==> config.mk <==
export PLATFORM = sky130hd
export DESIGN_NAME = spi_reg_arbiter
export DESIGN_NICKNAME = d
export VERILOG_FILES = /design/src/rtl/spi_reg_arbiter.sv
export SDC_FILE = /design/constraint.sdc
export NUM_CORES = 1
export LEC_CHECK = 0
export ABC_AREA = 1
export BUFFER_PORTS_ARGS = -buffer_cell sky130_fd_sc_hd__buf_2
export CORE_ASPECT_RATIO = 1.75
export CORE_MARGIN = 2
export CORE_UTILIZATION = 41
export DETAILED_ROUTE_END_ITERATION = 7
export PLACE_DENSITY = 0.73
export SLEW_MARGIN = 0
export SYNTH_ARGS = -nofsm -noshare
export SYNTH_HDL_FRONTEND = slang
export SYNTH_SLANG_ARGS = --single-unit
==> constraint.sdc <==
create_clock -name clk -period 3.9 [get_ports clk]
set_clock_uncertainty 0.15 [all_clocks]
set_input_delay 0.585 -clock clk [delete_from_list [all_inputs] [get_ports clk]]
set_output_delay 0.585 -clock clk [all_outputs]
set_load 0.02 [all_outputs]
==> src/rtl/spi_reg_arbiter.sv <==
// Arbitrates one register-bus port between a synchronised SPI slave and a clk-domain host.
// Define SPI_REG_ARB_TIMEOUT_EN to abort accesses that see no reg_ready within TIMEOUT cycles.
`timescale 1ns/1ps
module spi_reg_arbiter #(
   parameter int unsigned AW          = 8,
   parameter int unsigned DW          = 8,
   parameter int unsigned SYNC_STAGES = 2,
   parameter int unsigned TIMEOUT     = 15
) (
   input  logic          clk,
   input  logic          resetb,
   input  logic          spi_rdstb,
   input  logic          spi_wrstb,
   input  logic [AW-1:0] spi_addr,
   input  logic [DW-1:0] spi_wdata,
   output logic [DW-1:0] spi_rdata,
   output logic          spi_ovr,
   input  logic          host_req,
   input  logic          host_we,
   input  logic [AW-1:0] host_addr,
   input  logic [DW-1:0] host_wdata,
   output logic          host_ack,
   output logic [DW-1:0] host_rdata,
   output logic          reg_sel,
   output logic          reg_we,
   output logic [AW-1:0] reg_addr,
   output logic [DW-1:0] reg_wdata,
   input  logic [DW-1:0] reg_rdata,
   input  logic          reg_ready,
   output logic          bus_err
);

`ifdef SPI_REG_ARB_TIMEOUT_EN
   localparam bit TO_EN = 1'b1;
`else
   localparam bit TO_EN = 1'b0;
`endif
   localparam int unsigned CW = ($clog2(TIMEOUT + 1) > 4) ? $clog2(TIMEOUT + 1) : 4;

   typedef enum logic [1:0] {IDLE = 2'd0, ACCESS = 2'd1, DONE = 2'd2} state_t;

   state_t                 state;
   logic [SYNC_STAGES-1:0] rd_sync, wr_sync;
   logic                   rd_prev, wr_prev;
   logic                   spi_pend, spi_renew, cap_we;
   logic [AW-1:0]          cap_addr;
   logic [DW-1:0]          cap_wdata;
   logic                   grant_spi, last_spi;
   logic [CW-1:0]          cnt;

   logic          rd_edge_c, wr_edge_c, any_edge_c;
   logic          timeout_c, done_c, spi_clr_c, grant_host_c;
   logic [DW-1:0] rdata_c;

   // Strobe synchronisers and rising-edge history
   always_ff @(posedge clk or negedge resetb) begin
      if (!resetb) begin
         rd_sync <= '0;
         wr_sync <= '0;
         rd_prev <= 1'b0;
         wr_prev <= 1'b0;
      end else begin
         rd_sync <= {rd_sync[SYNC_STAGES-2:0], spi_rdstb};
         wr_sync <= {wr_sync[SYNC_STAGES-2:0], spi_wrstb};
         rd_prev <= rd_sync[SYNC_STAGES-1];
         wr_prev <= wr_sync[SYNC_STAGES-1];
      end
   end

   assign rd_edge_c    = rd_sync[SYNC_STAGES-1] & ~rd_prev;
   assign wr_edge_c    = wr_sync[SYNC_STAGES-1] & ~wr_prev;
   assign any_edge_c   = rd_edge_c | wr_edge_c;
   assign timeout_c    = TO_EN && (state == ACCESS) && !reg_ready && (cnt == CW'(TIMEOUT - 1));
   assign done_c       = (state == ACCESS) && (reg_ready || timeout_c);
   assign spi_clr_c    = done_c && grant_spi;
   assign rdata_c      = timeout_c ? '1 : reg_rdata;
   assign grant_host_c = host_req && (last_spi || !spi_pend);

   // spi_renew marks a strobe that arrived after the SPI request now on the bus was granted
   always_ff @(posedge clk or negedge resetb) begin
      if (!resetb) begin
         state      <= IDLE;
         spi_pend   <= 1'b0;
         spi_renew  <= 1'b0;
         cap_we     <= 1'b0;
         cap_addr   <= '0;
         cap_wdata  <= '0;
         grant_spi  <= 1'b0;
         last_spi   <= 1'b0;
         cnt        <= '0;
         spi_rdata  <= '0;
         spi_ovr    <= 1'b0;
         host_ack   <= 1'b0;
         host_rdata <= '0;
         reg_sel    <= 1'b0;
         reg_we     <= 1'b0;
         reg_addr   <= '0;
         reg_wdata  <= '0;
         bus_err    <= 1'b0;
      end else begin
         host_ack <= 1'b0;
         bus_err  <= 1'b0;
         case (state)
            IDLE: begin
               cnt <= '0;
               if (grant_host_c) begin
                  reg_addr  <= host_addr;
                  reg_we    <= host_we;
                  reg_wdata <= host_wdata;
                  grant_spi <= 1'b0;
                  reg_sel   <= 1'b1;
                  state     <= ACCESS;
               end else if (spi_pend) begin
                  reg_addr  <= cap_addr;
                  reg_we    <= cap_we;
                  reg_wdata <= cap_wdata;
                  grant_spi <= 1'b1;
                  spi_renew <= 1'b0;
                  reg_sel   <= 1'b1;
                  state     <= ACCESS;
               end
            end
            ACCESS: begin
               if (done_c) begin
                  reg_sel  <= 1'b0;
                  bus_err  <= timeout_c;
                  last_spi <= grant_spi;
                  state    <= DONE;
                  if (grant_spi) begin
                     spi_pend <= spi_renew;
                     if (!reg_we) spi_rdata <= rdata_c;
                  end else begin
                     host_ack <= 1'b1;
                     if (!reg_we) host_rdata <= rdata_c;
                  end
               end else begin
                  cnt <= cnt + CW'(1);
               end
            end
            default: state <= IDLE;
         endcase
         // A new strobe always wins over the clear above; a read beats a simultaneous write
         if (any_edge_c) begin
            spi_pend  <= 1'b1;
            spi_renew <= 1'b1;
            cap_addr  <= spi_addr;
            cap_wdata <= spi_wdata;
            cap_we    <= wr_edge_c & ~rd_edge_c;
            if ((spi_pend && !(spi_clr_c && !spi_renew)) || (rd_edge_c && wr_edge_c))
               spi_ovr <= 1'b1;
         end
      end
   end

endmodule

**Word-level counts from Yosys, hierarchy flattened**

Index checks and enable logic that the tools add are counted.

- Reduce and logical (&&, ||, !) cells: 28
- Bitwise operators: 9
- Equality and inequality tests: 4
- Mux-type cells: 26

Operator list:

| operator | number |
|---|---|
| $mux W8 | 4 |
| $mux W1 | 17 |
| $reduce_bool A2 Y1 | 7 |
| $reduce_and A3 Y1 | 3 |
| $reduce_and A2 Y1 | 4 |
| $reduce_and A4 Y1 | 2 |
| $logic_and A1 B1 Y1 | 6 |
| $mux W2 | 3 |
| $not A1 Y1 | 5 |
| $ne A2 B2 Y1 const B | 2 |
| $pmux W2 S2 | 1 |
| $and A1 B1 Y1 | 3 |
| $logic_not A1 Y1 | 3 |
| $ne A3 B3 Y1 const B | 1 |
| $eq A2 B1 Y1 const B | 1 |
| $logic_not A2 Y1 | 1 |
| $logic_or A1 B1 Y1 | 2 |
| $pmux W1 S2 | 1 |
| $or A1 B1 Y1 | 1 |

- Bits of input ports: 47
- Output and inout bits: 37
- Bits in registers: 65
- Logic and storage cells: 87

**Logic depth before layout (Yosys ltp)**

Gate-level depths: netlist of run 1.

- Depth in word-level cells: 8
- Depth in mapped cells: 7
- Mapped depth without buffers: 6

**Least setup slack after synthesis of run 1**

No wires, ideal clock.

- Path kind: input to register
- Start: input port host_req
- End: register reg_we
- Arrival time: 1.226 ns
- Cell stages on the path: 7
- Setup time: 0.117 ns
- Setup slack: 2.407 ns
- Data required time: 3.633 ns
- Buffers on the path: 2
- Cells stage by stage: buf_4 nor2_4 nor2_8 inv_2 buf_6 nand2_1 nand2_1

- Word-level cells in the longest chain between the ends: 3
- Elaborated cells on any way between the ends: 4
- Classes of those cells: mux: 1; reduce/logical: 3

RTL lines:

| what | line | source |
|---|---|---|
| start, declared | 18 | `input logic host_req,` |
| $logic_and A1 B1 Y1 * | 77 | `assign grant_host_c = host_req && (last_spi \|\| !spi_pend);` |
| $reduce_bool A2 Y1 (no line) | -- |  |
| $reduce_and A2 Y1 (no line) | -- |  |
| end signal, assigned | 108 | `reg_we <= host_we;` |
| end signal, assigned | 115 | `reg_we <= cap_we;` |
| end, declared | 25 | `output logic reg_we,` |

Every way passes the cells marked *; elsewhere a longest branch is shown, timed or not.
A chain may end at the register's enable or synchronous reset.

**Worst setup path after layout of run 1**

- Start: register state[1]
- End: register host_rdata[7]

- Word-level cells in the longest chain between the ends: 3

RTL lines:

| what | line | source |
|---|---|---|
| start, declared | 42 | `state_t state;` |
| start signal, assigned | 82 | `state <= IDLE;` |
| start signal, assigned | 112 | `state <= ACCESS;` |
| start signal, assigned | 120 | `state <= ACCESS;` |
| $eq A2 B1 Y1 * | 74, 103 |  |
| $logic_and A1 B1 Y1 | 74 | `assign done_c = (state == ACCESS) && (reg_ready \|\| timeout_c);` |
| $reduce_and A4 Y1 (no line) * | -- |  |
| end signal, assigned | 134 | `if (!reg_we) host_rdata <= rdata_c;` |
| end, declared | 23 | `output logic [DW-1:0] host_rdata,` |

Marked as above.

==> qor.txt, run 1 <==
status - finished, final reports clean
Vias/cell - 4.72
CP Buf/Inv Count - 1
antenna-violating nets left - 0
Starting Density - 42.4%
worst-path cell chain - inv_1, nand2_1, nor2_1, nand2_1, nand2_1, nand2_1
Reg clk slew, reported paths - 50 ps
crit-path max FO - 11
total gr overflow - 0
Mapped Nets - 373
vias in the first global route - 2328
worst skew pair latency - 310 ps
cell mode on critical path - nand2_1
final slew viol count - 0
f_max - 0.507 GHz
GRT Overall Usage - 18.2%
DP Worst Slack - 1690 ps
synth warn - 0
Final min period - 1970 ps
die height - 113 um
hold buffer count at CTS - 0
fraction of registers with async set/reset - 100%
core region area - 6590 um^2
Post-Syn Area - 2790 um^2
Peak VDD IR - 0.429 mV
Detailed Route Iter0 Violations - 142
Crit path largest cell delay - 550 ps
top cells by area, synth - dfrtp_1 58%, nand2_1 16%, nand3_1 7.5%
Sum Neg Setup Slack - 0 ps
Slowest cell on crit path - nor2_1
CTS tree - built
post-route setup slack - 1930 ps
largest net degree at the start of global routing - 51
register area share after synthesis - 58.2%
Avg Cell Area, Syn - 8.57 um^2
drt total wl - 6.43 mm
Setup CP Type - reg2reg
Hold Crit Class - reg2reg
Std-Cell Rows - 39
IO Count - 84
RSZ-0062 raised after global routing - no
proportion of layout cells with a drive suffix above 1 - 25.3%
post-CTS setup buffer count - 0
cell taking the most area after synthesis - dfrtp_1
Post-synth top cells - 119 x nand2_1, 65 x dfrtp_1, 44 x inv_1, 42 x nand3_1, 26 x o21ai_0
H-tree levels - 3
leakage - 2.00 nW
most common cell in the netlist - nand2_1
CP top delay family - simple AND/OR/NAND/NOR gates
slew margin rel. - 29.5%
die area - 7520 um^2
clock root buffer - clkbuf_16
Top FF cell, synth - dfrtp_1
final net count - 454
drt pass-1 iters - 4
Crit. End Element - flop
# setup viols final - 0
Worst Path Arrival - 2020 ps
HPWL after detailed placement - 4.81 mm
Cell variety after synth - 20
Final period util - 50.6%
Worst-Margin Slew - 1060 ps
pwr/cell area - 780 nW/um^2
initial antenna violation count - 0
Gate Count Post-Synth - 326
CP required - 3950 ps
area fraction of the dominant cell type after synthesis - 58.2%
gpl congestion - 0.845
final hold viol count - 0
DIE WIDTH - 66.4 um
TritonCTS buffer count - 9
Seq cells post-synth - 65
Post-CTS Resized - 0
ANT cells - 0
Layout area overhead - 25.2%
port bufs - 82
post-DR wirelength/cell - 13.0 um
CTS Sinks - 65
first-pass GRT wire length - 10.4 mm
clock buffer depth - 2
Worst Setup Start Kind - flop
max-cap check violation count - 0
EDFF count, synth - 0
DRC viols - 0
DR vias - 2328
where the power goes:
part | switching [mW] | internal, mW
combinational | 0.678 | 0.292
clock | 0.258 | 0.487
sequential | 0.118 | 0.894
total | 1.05 | 1.67
layout make-up:
cell class                 count  area (um^2)
tap                           82          103
multi-input combinational    203          903
fill                         643         3090
clock buffer                  11          233
inverter                      45          169
sequential                    65         1630
clock inverter                 4         45.0
timing repair buffer          83          418
metrics by stage:
step / utilization, % / hold WS [ps] / area (um^2) / power, mW / instances
6_report: 53.1 / 195 / 3500 / 2.73 / 493
2_1_floorplan: - / 139 / 2790 / 1.71 / 326
5_1_grt: 53.1 / 203 / 3500 / 2.92 / 493
3_5_place_dp: 48.9 / 186 / 3220 / 2.01 / 478
4_1_cts: 53.1 / 198 / 3500 / 2.76 / 493
3_3_place_gp: 48.9 / 187 / 3220 / 1.98 / 478
layout by cell type, fill, tap and decap left out:
master and instances:
buf_4 1, clkinv_2 3, nand3_1 42, buf_2 82
a21oi_1 1, clkbuf_16 9, inv_2 1, nand2_4 1
nand2_2 1, nand4_1 2, nand2_1 119, a21boi_0 1
nor2_1 4, conb_1 1, o21ai_0 26, nor2_8 1
nor2_2 2, inv_1 44, dfrtp_1 65, bufinv_16 1
nor2_4 2, clkbuf_1 2
flip-flops by register name, indices dropped and copies added, names as in the netlist, 2 cells and up:
name / cells
reg_wdata: 8
spi_rdata: 8
reg_addr: 8
rd_sync: 2
host_rdata: 8
cap_wdata: 8
wr_sync: 2
state: 2
cap_addr: 8
metal layers:
metal / up-vias / wire (um) / track usage, %
met3: 6 / 267 / 2.58
met5: - / 0 / 0
met1: 1089 / 2390 / 20.6
met2: 64 / 3650 / 31.4
met4: 0 / 111 / 11.3
li1: 1169 / - / -
cell families after synthesis:
| logic type | Yosys count | synth area share (%) |
|---|---|---|
| simple gates | 174 | 27.1 |
| other cells | 1 | 0.134 |
| flops | 65 | 58.2 |
| buf+inv | 58 | 9.45 |
| compound gates | 28 | 5.10 |
final timing paths:
path	endpoint	from	slack (ps)	cells after the start
max in group asynchronous	host_rdata[4]$_DFFE_PN0P_	resetb	2460	2
max reg2reg	host_rdata[7]$_DFFE_PN0P_	state[1]$_DFFE_PN0P_	1930	6
max	host_rdata[7]$_DFFE_PN0P_	state[1]$_DFFE_PN0P_	1930	6
min	wr_sync[1]$_DFF_PN0_	wr_sync[0]$_DFF_PN0_	200	0
min reg2reg	wr_sync[1]$_DFF_PN0_	wr_sync[0]$_DFF_PN0_	200	0
min in group asynchronous	cap_addr[6]$_DFFE_PN0P_	resetb	310	1
Power figures use the tool's default switching activity.
==> inputs of run 2 (changes only) <==
- ABC_AREA: 1 -> 0
- PLACE_DENSITY: 0.73 -> 0.76
- clock period: 3.9 -> 1.8 ns (I/O delays scaled with it)
==> qor.txt, run 2 <==
status - finished, final reports clean
slew margin rel. - 66.3% (+37 points)
Hold Crit Class - in2reg
EDFF count, synth - 0 (unchanged)
Placement Cell Area - 3270 um^2 (+1.6%)
port bufs - 82 (unchanged)
GRT Overall Usage - 18.6% (+0.30 points)
CTS Sinks - 65 (unchanged)
Crit path largest cell delay - 390 ps (-160 ps)
post-synthesis mux area share - 13.1% (+13 points)
Peak VDD IR - 1.12 mV (+160%)
final hold viol count - 0 (unchanged)
DR vias - 2036 (-13%)
die area - 7390 um^2 (-1.7%)
HPWL after detailed placement - 4.67 mm (-3.0%)
antenna-violating nets left - 0 (unchanged)
post-CTS setup buffer count - 0 (unchanged)
Top FF cell, synth - dfrtp_1
Adder-Cell Fraction of Synth Area - 0% (unchanged)
crit-path max FO - 8 (-3)
Slowest cell on crit path - dfrtp_1
initial antenna violation count - 0 (unchanged)
Comb pwr share - 38.1% (+2.5 points)
Starting Density - 42.3% (-0.13 points)
P_sw - 2.38 mW (+130%)
clock buffer depth - 2 (unchanged)
proportion of layout cells with a drive suffix above 1 - 49.2% (+24 points)
xor/xnor cell area share of the yosys netlist - 0% (unchanged)
CP top delay family - simple AND/OR/NAND/NOR gates
Worst-Margin Slew - 506 ps (-552 ps)
synth warn - 0 (unchanged)
IO Count - 84 (unchanged)
total gr overflow - 0 (unchanged)
TritonCTS buffer count - 9 (unchanged)
final slew viol count - 0 (unchanged)
Vias/cell - 5.18 (+9.7%)
register area share after synthesis - 59.3% (+1.1 points)
Reg power frac - 36.5% (-0.6 points)
drt total wl - 6.15 mm (-4.2%)
H-tree levels - 3 (unchanged)
most common cell in the netlist - dfrtp_1
max-cap check violation count - 0 (unchanged)
Internal - 3.93 mW (+130%)
gpl congestion - 0.852 (+0.77%)
clock root buffer - clkbuf_16
final net count - 353 (-22%)
r2r setup slk - 190 ps (-1730 ps)
Post-synth top cells - 65 x dfrtp_1, 31 x mux2_2, 18 x a21oi_1, 18 x o21ai_0, 17 x nand3_1
largest net degree at the start of global routing - 27 (-47%)
CTS tree - built
fraction of registers with async set/reset - 100% (unchanged)
RSZ-0062 raised after global routing - no
Crit. Startpoint - state[1]$_DFFE_PN0P_
drt pass-1 iters - 4 (unchanged)
Reg clk slew, reported paths - 60 ps (about the same)
DP Worst Slack - 199 ps (-1500 ps)
area fraction of the dominant cell type after synthesis - 59.3% (+1.1 points)
worst-path cell chain - nand3b_4, nor3_4, mux2_2
# setup viols final - 0 (unchanged)
vias in the first global route - 2146 (-7.8%)
most frequent cells in the layout - 82 x buf_2, 65 x dfrtp_1, 31 x mux2_2, 18 x o21ai_0, 18 x a21oi_1
f_max - 0.623 GHz (+23%)
most common cell after layout, fill and taps aside - buf_2
Worst Setup Start Kind - flop
core region area - 6490 um^2 (-1.5%)
top cells by area, synth - dfrtp_1 59%, mux2_2 13%, a31oi_2 4.1%
cell taking the most area after synthesis - dfrtp_1
pwr/cell area - 1760 nW/um^2 (+130%)
Clk network pwr share - 25.4% (-1.9 points)
post-route setup slack - 195 ps (-1730 ps)
design area - 3580 um^2 (+2.5%)
Post-Syn Area - 2740 um^2 (-1.8%)
Final period util - 89.2% (+39 points)
DIE WIDTH - 65.8 um (-0.84%)
Worst Path Arrival - 1660 ps (-360 ps)
simple-gate share of the synthesized area - 8.39% (-19 points)
worst r2r src - state[1]$_DFFE_PN0P_
r2r endpoint - host_rdata[1]$_DFFE_PN0P_
cells on worst reg2reg path - 3 (-3)
Setup CP Type - reg2reg
Final min period - 1610 ps (-368 ps)
Worst Hold End - cap_wdata[2]$_DFFE_PN0P_
Gate Count Post-Synth - 215 (-34%)
Sw Share - 37.7% (-0.94 points)
Seq cells post-synth - 65 (unchanged)
worst skew pair latency - 330 ps (+20 ps)
hold path start - spi_wdata[2]
Hold Crit Depth - 2 (+2)
Layout area overhead - 30.6%
largest family of logic cells by synthesized area - compound AO/OA/AOI/OAI gates
CP required - 1860 ps (-2090 ps)
Crit. End Element - flop
Mapped Nets - 262 (-30%)
Avg Cell Area, Syn - 12.8 um^2 (+49%)
Sum Neg Setup Slack - 0 ps (unchanged)
first-pass GRT wire length - 10.1 mm (-2.5%)
Cell variety after synth - 33 (+65%)
CP Buf/Inv Count - 0 (-1)
leakage - 1.63 nW (-18%)
post-DR wirelength/cell - 15.7 um (+20%)
die height - 112 um (-0.87%)
Detailed Route Iter0 Violations - 85 (-40%)
ANT cells - 0 (unchanged)
Synth Area in Compound Gates - 14.8% (+9.7 points)
DRC viols - 0 (unchanged)
Std-Cell Rows - 39 (unchanged)
Fill cells - 556 (-14%)
-- run 2: repair_timing --
| action | CTS | global route |
|---|---|---|
| endpoints found under the hold margin | 19 | 0 |
| hold buffers | 3 | 0 |
| resized for setup | 0 | 0 |
-- run 2: per-layer routing --
metal	vias up	global-route usage, %	share of wire, %
met3	12	5.11	4.5
li1	958	-	-
met1	1008	19.3	36
met4	0	9.58	2.6
met5	-	0	0
met2	58	32.9	56
-- run 2: metrics by stage --
stage | cells | utilization (%) | hold slack, ps | total power [mW]
floorplan | 215 | - | -176 | 3.98
global placement | 374 | 50.4 | 107 | 4.66
detailed placement | 374 | 50.4 | 111 | 4.75
CTS | 393 | 55.2 | 11.9 | 6.39
global route | 393 | 55.2 | 23.7 | 6.68
finish | 393 | 55.2 | 18.4 | 6.31
-- run 2: cell families (layout without fill, tap and decap cells) --
| logic type | count (synthesis) | after routing |
|---|---|---|
| compound gates | 59 | 59 |
| buf+inv | 19 | 115 |
| flops | 65 | 65 |
| mux | 32 | 32 |
| other cells | 1 | 1 |
| simple gates | 39 | 39 |
-- run 2: worst max-delay path by stage --
| stage | endpoint | slack (ps) | depth (start not counted) |
|---|---|---|---|
| global route | host_rdata[1]$_DFFE_PN0P_ | 120 | 3 |
| floorplan | cap_addr[2]$_DFFE_PN0P_ | 200 | 4 |
| global placement | host_rdata[0]$_DFFE_PN0P_ | 280 | 3 |
| CTS | host_rdata[1]$_DFFE_PN0P_ | 170 | 3 |
| finish | host_rdata[1]$_DFFE_PN0P_ | 190 | 3 |
| detailed placement | host_rdata[1]$_DFFE_PN0P_ | 200 | 3 |
-- run 2: final cells by class --
cell class / count / area, um^2 / share of cell area (%)
sequential: 65 / 1630 / 45.4
multi-input combinational: 131 / 1000 / 27.9
timing repair buffer: 96 / 561 / 15.6
clock buffer: 11 / 243 / 6.77
tap: 82 / 103 / 2.86
clock inverter: 5 / 41.3 / 1.15
inverter: 3 / 11.3 / 0.314
-- run 2: worst register-to-register path: stages (launching register included) --
cell and delay [ps]:
dfrtp_1 390, nand3b_4 200, nor3_4 350, mux2_2 390
-- run 2: power by group through the flow --
stage	registers, mW	logic, mW	clock network, mW
global placement	2.31	2.35	0
finish	2.30	2.40	1.60
floorplan	2.72	1.26	0
global route	2.37	2.62	1.69
detailed placement	2.33	2.42	0
CTS	2.31	2.43	1.64
==> inputs of run 3 (changes only) <==
- CORE_UTILIZATION: 41 -> 45
- PLACE_DENSITY: 0.76 -> 0.81
==> qor.txt, run 3 (synthesis gave the netlist of run 2 again) <==
# setup viols final - 0 (unchanged)
Final min period - 1580 ps (-27.3 ps)
IO Count - 84 (unchanged)
total chip power - 5.96 mW (-5.6%)
RSZ-0062 raised after global routing - no
Hold Crit Class - in2reg
leakage - 1.61 nW (-1.1%)
CP top delay family - simple AND/OR/NAND/NOR gates
clock buffer depth - 2 (unchanged)
CP Buf/Inv Count - 1 (+1)
vias in the first global route - 2013 (-6.2%)
antenna-violating nets left - 0 (unchanged)
proportion of layout cells with a drive suffix above 1 - 49.4% (+0.17 points)
Crit. End Element - flop
CP required - 1870 ps (about the same)
hold buffer count at CTS - 5 (+2)
Placement Cell Area - 3260 um^2 (-0.31%)
Layout area overhead - 28.5%
port bufs - 82 (unchanged)
drt total wl - 5.78 mm (-6.1%)
drt pass-1 iters - 6 (+2)
max-cap check violation count - 0 (unchanged)
die area - 6760 um^2 (-8.5%)
TritonCTS buffer count - 9 (unchanged)
design area - 3530 um^2 (-1.6%)
Detailed Route Iter0 Violations - 43 (-49%)
DRC viols - 0 (unchanged)
worst-path cell chain - nand3b_4, inv_1, nand3b_2, mux2_2
Peak VDD IR - 0.830 mV (-26%)
Starting Density - 46.7% (+4.4 points)
final net count - 356 (+0.85%)
HPWL after detailed placement - 4.24 mm (-9.1%)
DIE WIDTH - 63.0 um (-4.3%)
Post-CTS Resized - 0 (unchanged)
CTS tree - built
post-CTS setup buffer count - 0 (unchanged)
DR vias - 2045 (+0.44%)
pwr/cell area - 1690 nW/um^2 (-4.0%)
Worst Path Arrival - 1650 ps (about the same)
Vias/cell - 5.22 (+0.70%)
Slowest cell on crit path - dfrtp_1
status - finished, final reports clean
largest net degree at the start of global routing - 66 (+140%)
first-pass GRT wire length - 9.23 mm (-8.9%)
Setup CP Type - reg2reg
crit-path max FO - 8 (unchanged)
final slew viol count - 0 (unchanged)
Worst Setup Start Kind - flop
post-DR wirelength/cell - 14.7 um (-5.9%)
Final period util - 87.7% (-1.5 points)
ANT cells - 0 (unchanged)
total gr overflow - 0 (unchanged)
gpl congestion - 0.776 (-8.9%)
initial antenna violation count - 0 (unchanged)
GRT Overall Usage - 18.3% (-0.22 points)
Std-Cell Rows - 37 (-5.1%)
worst skew pair latency - 340 ps (about the same)
Sum Neg Setup Slack - 0 ps (unchanged)
CTS Sinks - 65 (unchanged)
H-tree levels - 3 (unchanged)
f_max - 0.634 GHz (+1.7%)
Post-Place Cells - 371 (-0.80%)
final hold viol count - 0 (unchanged)
Crit path largest cell delay - 390 ps (about the same)
most frequent cells in the layout - 82 x buf_2, 65 x dfrtp_1, 31 x mux2_2, 18 x o21ai_0, 18 x a21oi_1
core region area - 5880 um^2 (-9.4%)
post-route insts no fill - 392 (-0.25%)
most common cell after layout, fill and taps aside - buf_2
Reg clk slew, reported paths - 70 ps (about the same)
clock root buffer - clkbuf_8
die height - 107 um (-4.4%)
==> run 3: cell count changes in the layout (fill, tap and decap cells not counted), sizes merged <==
cell and change:
clkinvlp -1, bufinv +1, dlygate4sd3 +2, buf +1
==> run 3: cell type report <==
cell class,instances,area [um^2]
Multi-Input combinational cell,131,1000
Clock inverter,5,63.8
Fill cell,504,2350
Inverter,3,11.3
Clock buffer,11,151
Tap cell,78,97.6
Timing Repair Buffer,99,576
Sequential cell,65,1630
==> run 3: final timing paths <==
path,startpoint,end,slack (ps),depth (start not counted)
worst max-delay path,state[1]$_DFFE_PN0P_,spi_rdata[2]$_DFFE_PN0P_,220,4
worst min-delay path,spi_wdata[1],cap_wdata[1]$_DFFE_PN0P_,10,2
worst max register to register,state[1]$_DFFE_PN0P_,spi_rdata[2]$_DFFE_PN0P_,220,4
worst min register to register,wr_sync[1]$_DFF_PN0_,wr_prev$_DFF_PN0_,230,0
max in group asynchronous,resetb,cap_wdata[7]$_DFFE_PN0P_,900,3
min in group asynchronous,resetb,wr_sync[0]$_DFF_PN0_,320,3
==> run 3: through the flow <==
step | hold WS, ps | utilization [%] | setup WS [ps]
global placement | 152 | 55.5 | 280
finish | 11.6 | 60.0 | 222
CTS | 2.48 | 60.0 | 207
global route | 4.54 | 60.0 | 113
floorplan | -176 | - | 197
detailed placement | 156 | 55.5 | 219
==> run 3: where the power goes <==
group          leakage [nW]  switching (mW)  internal, mW
combinational         0.752            1.42         0.986
clock                 0.106           0.549         0.721
sequential            0.754           0.310          1.97
total                  1.61            2.28          3.68
==> run 3: per-layer routing <==
| metal | global-route usage (%) | wire, um | part of all wire (%) |
|---|---|---|---|
| met2 | 31.5 | 3160 | 55 |
| met5 | 0 | 0 | 0 |
| met3 | 4.81 | 282 | 4.9 |
| met4 | 11.0 | 182 | 3.2 |
| met1 | 20.0 | 2160 | 37 |
